--- config.mk ---
export PLATFORM = sky130hd
export DESIGN_NAME = relu_stream_ctrl
export DESIGN_NICKNAME = d
export VERILOG_FILES = /design/src/rtl/relu_ctrl_pkg.sv /design/src/rtl/relu_out_stage.sv /design/src/rtl/relu_stream_ctrl.sv
export SDC_FILE = /design/constraint.sdc
export NUM_CORES = 1
export LEC_CHECK = 0
export ABC_AREA = 0
export CAP_MARGIN = 15
export CORE_AREA = 2 2 96 61
export CTS_CLUSTER_SIZE = 40
export DETAILED_ROUTE_END_ITERATION = 8
export DIE_AREA = 0 0 98 63
export GPL_ROUTABILITY_DRIVEN = 0
export HOLD_SLACK_MARGIN = 0.03
export PLACE_DENSITY = 0.9
export SETUP_SLACK_MARGIN = 0.2
export SLEW_MARGIN = 30
export SYNTH_ARGS = -nofsm -noshare
export SYNTH_HDL_FRONTEND = slang
export SYNTH_SLANG_ARGS = --single-unit
--- constraint.sdc ---
create_clock -name clk -period 2.85 [get_ports clk]
set_clock_uncertainty 0.05 [all_clocks]
set_input_delay 0.57 -clock clk [delete_from_list [all_inputs] [get_ports clk]]
set_output_delay 0.57 -clock clk [all_outputs]
set_load 0.03 [all_outputs]
--- src/rtl/relu_ctrl_pkg.sv ---
// Shared types and defaults for the ReLU stream controller: FSM state
// encoding and the default data/count widths.
package relu_ctrl_pkg;

   localparam int D_WIDTH_DEF = 16;
   localparam int LEN_W_DEF   = 10;

   typedef enum logic [1:0] {
      IDLE  = 2'd0,
      RUN   = 2'd1,
      DRAIN = 2'd2,
      DONE  = 2'd3
   } state_e;

endpackage

--- src/rtl/relu_out_stage.sv ---
// Single-entry registered ReLU stage: clamps negative words to zero and
// holds the result (plus its last tag) until the downstream takes it.
module relu_out_stage
   import relu_ctrl_pkg::*;
#(
   parameter int D_WIDTH = D_WIDTH_DEF
) (
   input  logic               clk,
   input  logic               rst,
   input  logic               run,
   input  logic               ld_last,
   input  logic               in_valid,
   input  logic [D_WIDTH-1:0] in_data,
   output logic               in_ready,
   output logic               load,
   output logic               neg,
   output logic               out_valid,
   output logic [D_WIDTH-1:0] out_data,
   output logic               out_last,
   input  logic               out_ready
);

   // Handshake: a word moves on a rising edge where valid && ready; a
   // producer holds valid and data stable until then, and ready may depend
   // combinationally on the consumer's ready but never on valid.
   logic unload;

   assign in_ready = run && (!out_valid || out_ready);
   assign load     = in_valid && in_ready;
   assign unload   = out_valid && out_ready;
   assign neg      = in_data[D_WIDTH-1];

   always_ff @(posedge clk or negedge rst) begin
      if (!rst) begin
         out_valid <= 1'b0;
         out_last  <= 1'b0;
         out_data  <= '0;
      end else if (load) begin
         // A load in the same cycle as an unload simply replaces the word.
         out_valid <= 1'b1;
         out_last  <= ld_last;
         out_data  <= neg ? '0 : in_data;
      end else if (unload) begin
         out_valid <= 1'b0;
         out_last  <= 1'b0;
      end
   end

endmodule

--- src/rtl/relu_stream_ctrl.sv ---
// One-layer activation pass sequencer: accepts a start/len command, streams
// words through relu_out_stage, tags the last one and reports clamp count.
module relu_stream_ctrl
   import relu_ctrl_pkg::*;
#(
   parameter int D_WIDTH = D_WIDTH_DEF,
   parameter int LEN_W   = LEN_W_DEF
) (
   input  logic               clk,
   input  logic               rst,
   input  logic               start,
   input  logic [LEN_W-1:0]   len,
   output logic               busy,
   output logic               done,
   output logic [LEN_W-1:0]   neg_cnt,
   input  logic               in_valid,
   input  logic [D_WIDTH-1:0] in_data,
   output logic               in_ready,
   output logic               out_valid,
   output logic [D_WIDTH-1:0] out_data,
   output logic               out_last,
   input  logic               out_ready,
   output logic [1:0]         dbg_state
);

   state_e           state, state_nxt;
   logic [LEN_W-1:0] rem_cnt;
   logic [LEN_W-1:0] neg_run;
   logic             run;
   logic             load;
   logic             neg;
   logic             ld_last;

   assign run       = (state == RUN);
   assign ld_last   = (rem_cnt == LEN_W'(1));
   assign busy      = (state != IDLE);
   assign done      = (state == DONE);
   assign dbg_state = state;

   relu_out_stage #(
      .D_WIDTH (D_WIDTH)
   ) u_out_stage (
      .clk       (clk),
      .rst       (rst),
      .run       (run),
      .ld_last   (ld_last),
      .in_valid  (in_valid),
      .in_data   (in_data),
      .in_ready  (in_ready),
      .load      (load),
      .neg       (neg),
      .out_valid (out_valid),
      .out_data  (out_data),
      .out_last  (out_last),
      .out_ready (out_ready)
   );

   always_ff @(posedge clk or negedge rst) begin
      if (!rst) state <= IDLE;
      else      state <= state_nxt;
   end

   always_comb begin
      state_nxt = state;
      case (state)
         IDLE:  if (start) state_nxt = (len != '0) ? RUN : DONE;
         RUN:   if (load && ld_last) state_nxt = DRAIN;
         // No loads happen in DRAIN, so an unload here always empties the stage.
         DRAIN: if (!out_valid || out_ready) state_nxt = DONE;
         DONE:  state_nxt = IDLE;
         default: state_nxt = IDLE;
      endcase
   end

   always_ff @(posedge clk or negedge rst) begin
      if (!rst) begin
         rem_cnt <= '0;
         neg_run <= '0;
         neg_cnt <= '0;
      end else begin
         case (state)
            IDLE: if (start) begin
               rem_cnt <= len;
               neg_run <= '0;
            end
            RUN: if (load) begin
               if (rem_cnt != '0) rem_cnt <= rem_cnt - LEN_W'(1);
               if (neg)           neg_run <= neg_run + LEN_W'(1);
            end
            DONE: neg_cnt <= neg_run;
            default: ;
         endcase
      end
   end

endmodule

== After elaboration in Yosys (flattened, before gate mapping) ==
Index checks and enable logic that the tools add are counted.

* Logic and storage cells: 51
* Memories kept: 0
* ROM bits: 0
* Latch bits: 0
* Output and inout bits: 33
* RAM bits: 0
* Register bits after elaboration: 50
* Bits of input ports: 31

* Add/sub/neg operators: 2
* Equality and inequality tests: 10
* Multipliers: 0
* Reductions and logical operators: 15
* Shift-type cells: 0
* Bitwise logic cells: 0
* Magnitude comparators: 0
* Mux-type cells: 17
* Div/mod/pow operators: 0

{| class="wikitable"
|+ Operator list
! operator !! number
|-
| $mux 10 || 6
|-
| $pmux 10 s2 || 2
|-
| $reduce_bool 10->1 || 2
|-
| $mux 15 || 1
|-
| $ne 2x2->1 const B || 6
|-
| $add 10x1->10 const B || 1
|-
| $eq 10x1->1 const B || 1
|-
| $sub 10x1->10 const B || 1
|-
| $mux 2 || 4
|-
| $pmux 2 s4 || 1
|-
| $reduce_and 4->1 || 2
|-
| $reduce_bool 2->1 || 3
|-
| $eq 2x2->1 const B || 2
|-
| $logic_and 1x1->1 || 4
|-
| $mux 1 || 3
|-
| $reduce_and 3->1 || 1
|-
| $eq 2x1->1 const B || 1
|-
| $logic_not 2->1 || 1
|-
| $logic_not 1->1 || 1
|-
| $logic_or 1x1->1 || 1
|}

== Depth between registers and ports, before layout ==
Gate-level depths: netlist (run 1).

* Depth in word-level cells: 7
* Mapped depth: 9
* Gate-level depth less buffers: 7

== By module ==
A second synthesis (run 1) with hierarchy kept.

* Cell total of the unflattened synthesis: 244
* Area total of the unflattened synthesis: 2672.6 um^2

{| class="wikitable"
|+ Modules (own cells, without submodules)
! module !! times used !! area each (um^2) !! seq. area each (um^2) !! cells each
|-
| relu_stream_ctrl || 1 || 1825.5 || 800.8 || 184
|-
| relu_out_stage || 1 || 847.1 || 425.4 || 60
|}

== Worst setup path after synthesis (run 1) ==
Ideal clock, no wire load.

* Kind: reg-to-reg
* Start: reg state[0] (netlist: dbg_state[0])
* End: reg rem_cnt[9]
* Stages on the path, launching flop included: 9
* Buffers on the path: 2
* Data arrival time: 2.227 ns
* Required time: 2.674 ns
* Path slack: 0.447 ns
* Library setup time: 0.126 ns
* Clock period less this slack: 2.403 ns
* Path through: dfrtp_1 -> inv_1 -> ha_1 -> inv_1 -> nor2_1 -> clkbuf_1 -> or2_2 -> clkbuf_1 -> a221o_1

* Cells in the longest elaborated chain, start to end: 5
* Elaborated cells between the ends (all ways): 10
* Classes of those cells: 4 x eq/ne; 1 x mux; 5 x reduce/logical

{| class="wikitable"
|+ Ends and longest elaborated chain
! item !! RTL line !! text
|-
| start, declared || relu_stream_ctrl.sv:26 || <nowiki>state_e state, state_nxt;</nowiki>
|-
| start signal, assigned || relu_stream_ctrl.sv:60 || <nowiki>else state <= state_nxt;</nowiki>
|-
| $eq 2x1->1 || relu_stream_ctrl.sv:34, relu_stream_ctrl.sv:81 ||
|-
| $logic_and 1x1->1 || relu_out_stage.sv:28 || <nowiki>assign in_ready = run && (!out_valid || out_ready);</nowiki>
|-
| $logic_and 1x1->1 || relu_out_stage.sv:29 || <nowiki>assign load = in_valid && in_ready;</nowiki>
|-
| $ne 2x2->1 (no line) || n/a ||
|-
| $reduce_and 4->1 (no line) || n/a ||
|-
| end signal, assigned || relu_stream_ctrl.sv:83 || <nowiki>rem_cnt <= len;</nowiki>
|-
| end signal, assigned || relu_stream_ctrl.sv:87 || <nowiki>if (rem_cnt != '0) rem_cnt <= rem_cnt - LEN_W'(1);</nowiki>
|-
| end, declared || relu_stream_ctrl.sv:27 || <nowiki>logic [LEN_W-1:0] rem_cnt;</nowiki>
|}

Parallel ways exist; a longest one is shown, timed or not.
A chain may end at the register's enable or synchronous reset.

== Worst setup path in the final report (run 1) ==
* Start: reg state[0] (netlist: dbg_state[0])
* End: out busy

* Cells in the longest elaborated chain, start to end: 1

{| class="wikitable"
|+ Ends and longest elaborated chain
! item !! RTL line !! text
|-
| $reduce_bool 2->1 || relu_stream_ctrl.sv:36 || <nowiki>assign busy = (state != IDLE);</nowiki>
|-
| end, declared || relu_stream_ctrl.sv:13 || <nowiki>output logic busy,</nowiki>
|}

Every way passes these cells.

==> qor.yml, run 1 <==
status:
  outcome: "completed"
drt:
  drc_errors: 0
  via_per_inst: 5.65
  vias: 2180
  drt-total-wl_mm: 6.30
  wl_per_cell_um: 16.3
  first_pass_iters: 4
  ant_nets: 0
  drt_iter0_markers: 188
clock_network:
  cts_tree: "yes"
  cts_root_buf: "clkbuf_8"
  clkSlewWorstSetupHoldPaths_ps: 90
  clock_path_buffers: 2
  cts_buffers: 5
  postCtsHoldBufs: 0
  clk_latency_ps: 310
  h-tree-depth: 2
  cts_setup_buffers: 0
  cts.sinks: 49
yosys:
  syn_area_um2: 2540
  synthTopCellsByArea: "dfrtp_1, nand2_1, mux2_2"
  netlist_instances: 254
  synth.avg_cell_area_um2: 9.99
  synth_cell_types: 44
  synth_top_cells_by_count: "dfrtp_1, nand2_1, nand3b_1"
  synth_ff_type: "dfrtp_1"
  yosysSeqAreaShare: 0.483
  syn-num-nets: 292
  ys_warn_count: 0
  async_reset_ff_frac: 1.00
  synth_edf_count: 0
  yosys_register_bits: 49
  synth_top_area_cell: "dfrtp_1"
  synth_top_area_share: 0.483
finish:
  drive_above_1_share: 0.104
  antenna_cells: 0
  nets: 354
  fillerInstances: 435
  stdcell_count: 386
  area_growth_pct: 31.2
  finish.utilization: 0.625
timing:
  slew_headroom: 0.475
  fin_crit_ps: 2570
  finalMaxSlewViolations: 0
  max_slew.worst_pin.slew_ps: 783
  hold_ws_ps: 179
  hold_viol_final: 0
  clock.fmax_ghz: 0.390
  setup_violations: 0
  tns_ps: 0
  rsz0062_at_grt: "false"
  finalCritPeriodShare: 0.901
setup_path:
  cp_cell_sequence: "inv_1 -> ha_1 -> inv_1 -> clkdlybuf4s50_1"
  r2r_slack_ps: 380
  cpPeakStageDelay_ps: 700
  crit_path_max_fanout: 5
  cp_slowest_cell: "clkdlybuf4s50_1"
  cp.arrival_ps: 1950
  worstRegToRegCells: 7
  path_common_cell: "inv_1"
  crit_family: "buffers and inverters"
  worstSetupPathType: "reg -> out"
  start_kind: "flop"
  cp.depth: 4
  critPathCaptureType: "primary output"
  crit_required_ps: 2230
  crit_buf_inv: 3
die:
  die_area_um2: 6170
  die_width_um: 98
  io_pins: 64
  die_h_um: 63
  placementRows: 21
  start_util: 0.476
  core_um2: 5330
place:
  dp_hpwl_mm: 4.60
  portBuffers: 62
  dp.cells: 378
power_and_ir_drop:
  power_density_nw_per_um2: 1000
  vdd_drop_max_uv: 357
  finalPower_mw: 3.34
  power_leakage_nw: 1.49
min_path:
  hold_class: "in -> async"
grt:
  grt_pass1_vias: 2147
  antenna_found_initial: 0
  grt_max_degree: 50
  grt_pass1_wl_mm: 10.8
  grt_use_total: 0.218
  overflow: 0
flow_run:
  drv_cap: 0
cell families after synthesis:
family                   count (synthesis)  synth area share
AO/OA/AOI/OAI                           38             0.115
XOR/XNOR                                 6            0.0207
adder cells (fa/ha/maj)                  7            0.0345
buffers and inverters                   25            0.0542
flip-flops                              49             0.483
multiplexers                            14            0.0601
other                                    1           0.00148
AND/OR/NAND/NOR                        114             0.231
power by group:
group | total [mW] | switching, mW | internal [mW]
logic | 1.72 | 1.03 | 0.694
clock network | 0.516 | 0.230 | 0.286
registers | 1.10 | 0.192 | 0.912
worst paths after layout:
| path | from | endpoint |
|---|---|---|
| setup / recovery | dbg_state[0] | busy |
| hold / removal | rst | rem_cnt[5] |
| setup reg to reg | dbg_state[0] | rem_cnt[6] |
| hold reg to reg | u_out_stage.out_data[12] | u_out_stage.out_data[12] |
| max in group asynchronous | rst | u_out_stage.out_data[5] |
| min in group clk | u_out_stage.out_data[12] | u_out_stage.out_data[12] |
routing by layer:
| metal | vias to the layer above | routed length [um] | GRT usage |
|---|---|---|---|
| met4 | 0 | 53 | 0.0573 |
| met3 | 5 | 418 | 0.0503 |
| met2 | 76 | 2980 | 0.359 |
| li1 | 1021 | - | - |
| met5 | - | 0 | 0 |
| met1 | 1078 | 2850 | 0.293 |
cells in the final DEF, fill, tap and decap left out, drive strengths merged, types with 2 or more instances in the layout:
cell type / count
a21o: 2
a22o: 3
a32oi: 4
and2: 3
and3: 2
buf: 8
clkbuf: 7
clkdlybuf4s50: 60
dfrtp: 49
ha: 7
inv: 11
mux2: 10
mux2i: 4
nand2: 49
nand3: 6
nand3b: 15
nand4: 2
nor2: 8
nor3: 8
nor4: 6
o2111ai: 2
o21ai: 13
o31ai: 4
or2: 3
or3: 4
or4: 4
xnor2: 6
registers in the layout, summed over array words and instances, names as in the netlist:
| signal | count |
|---|---|
| neg_cnt | 10 |
| dbg_state | 2 |
| neg_run | 10 |
| u_out_stage.out_last | 1 |
| rem_cnt | 10 |
| u_out_stage.out_data | 15 |
| u_out_stage.out_valid | 1 |
repair_timing:
| item | 4_1_cts | 5_1_grt |
|---|---|---|
| endpoints found under the setup margin | 1 | 0 |
| gates resized for setup | 2 | 0 |
| endpoints found under the hold margin | 0 | 0 |
per-stage QoR:
step / area [um^2] / worst slack [ps]
finish: 3330 / 283
global route: 3330 / 228
CTS: 3330 / 287
detailed placement: 3210 / 151
global placement: 3210 / 178
floorplan: 2540 / 447
worst reg2reg max path, cell delays in order (launching register included):
cell and delay, ps:
dfrtp_1 450, inv_1 120, ha_1 190, inv_1 110, nor2_1 620, a311o_2 440, mux2i_1 220, o311ai_0 140
cell type report:
class | count | area (um^2) | area share
Multi-Input combinational cell | 180 | 1180 | 0.355
Clock inverter | 1 | 30.0 | 0.00901
Inverter | 11 | 41.3 | 0.0124
Sequential cell | 49 | 1230 | 0.368
Tap cell | 69 | 86.3 | 0.0259
Timing Repair Buffer | 69 | 679 | 0.204
Clock buffer | 7 | 86.3 | 0.0259
Note: power is estimated with default switching activity, not from simulation.
==> inputs of run 2 (changes only) <==
--- a/config.mk
+++ b/config.mk
@@ -5,7 +5,6 @@
 export SDC_FILE = /design/constraint.sdc
 export NUM_CORES = 1
 export LEC_CHECK = 0
-export ABC_AREA = 0
 export CAP_MARGIN = 15
 export CORE_AREA = 2 2 96 61
 export CTS_CLUSTER_SIZE = 40
==> results of run 2 <==
No change in the layout: final DEF, timing and power equal those of run 1.
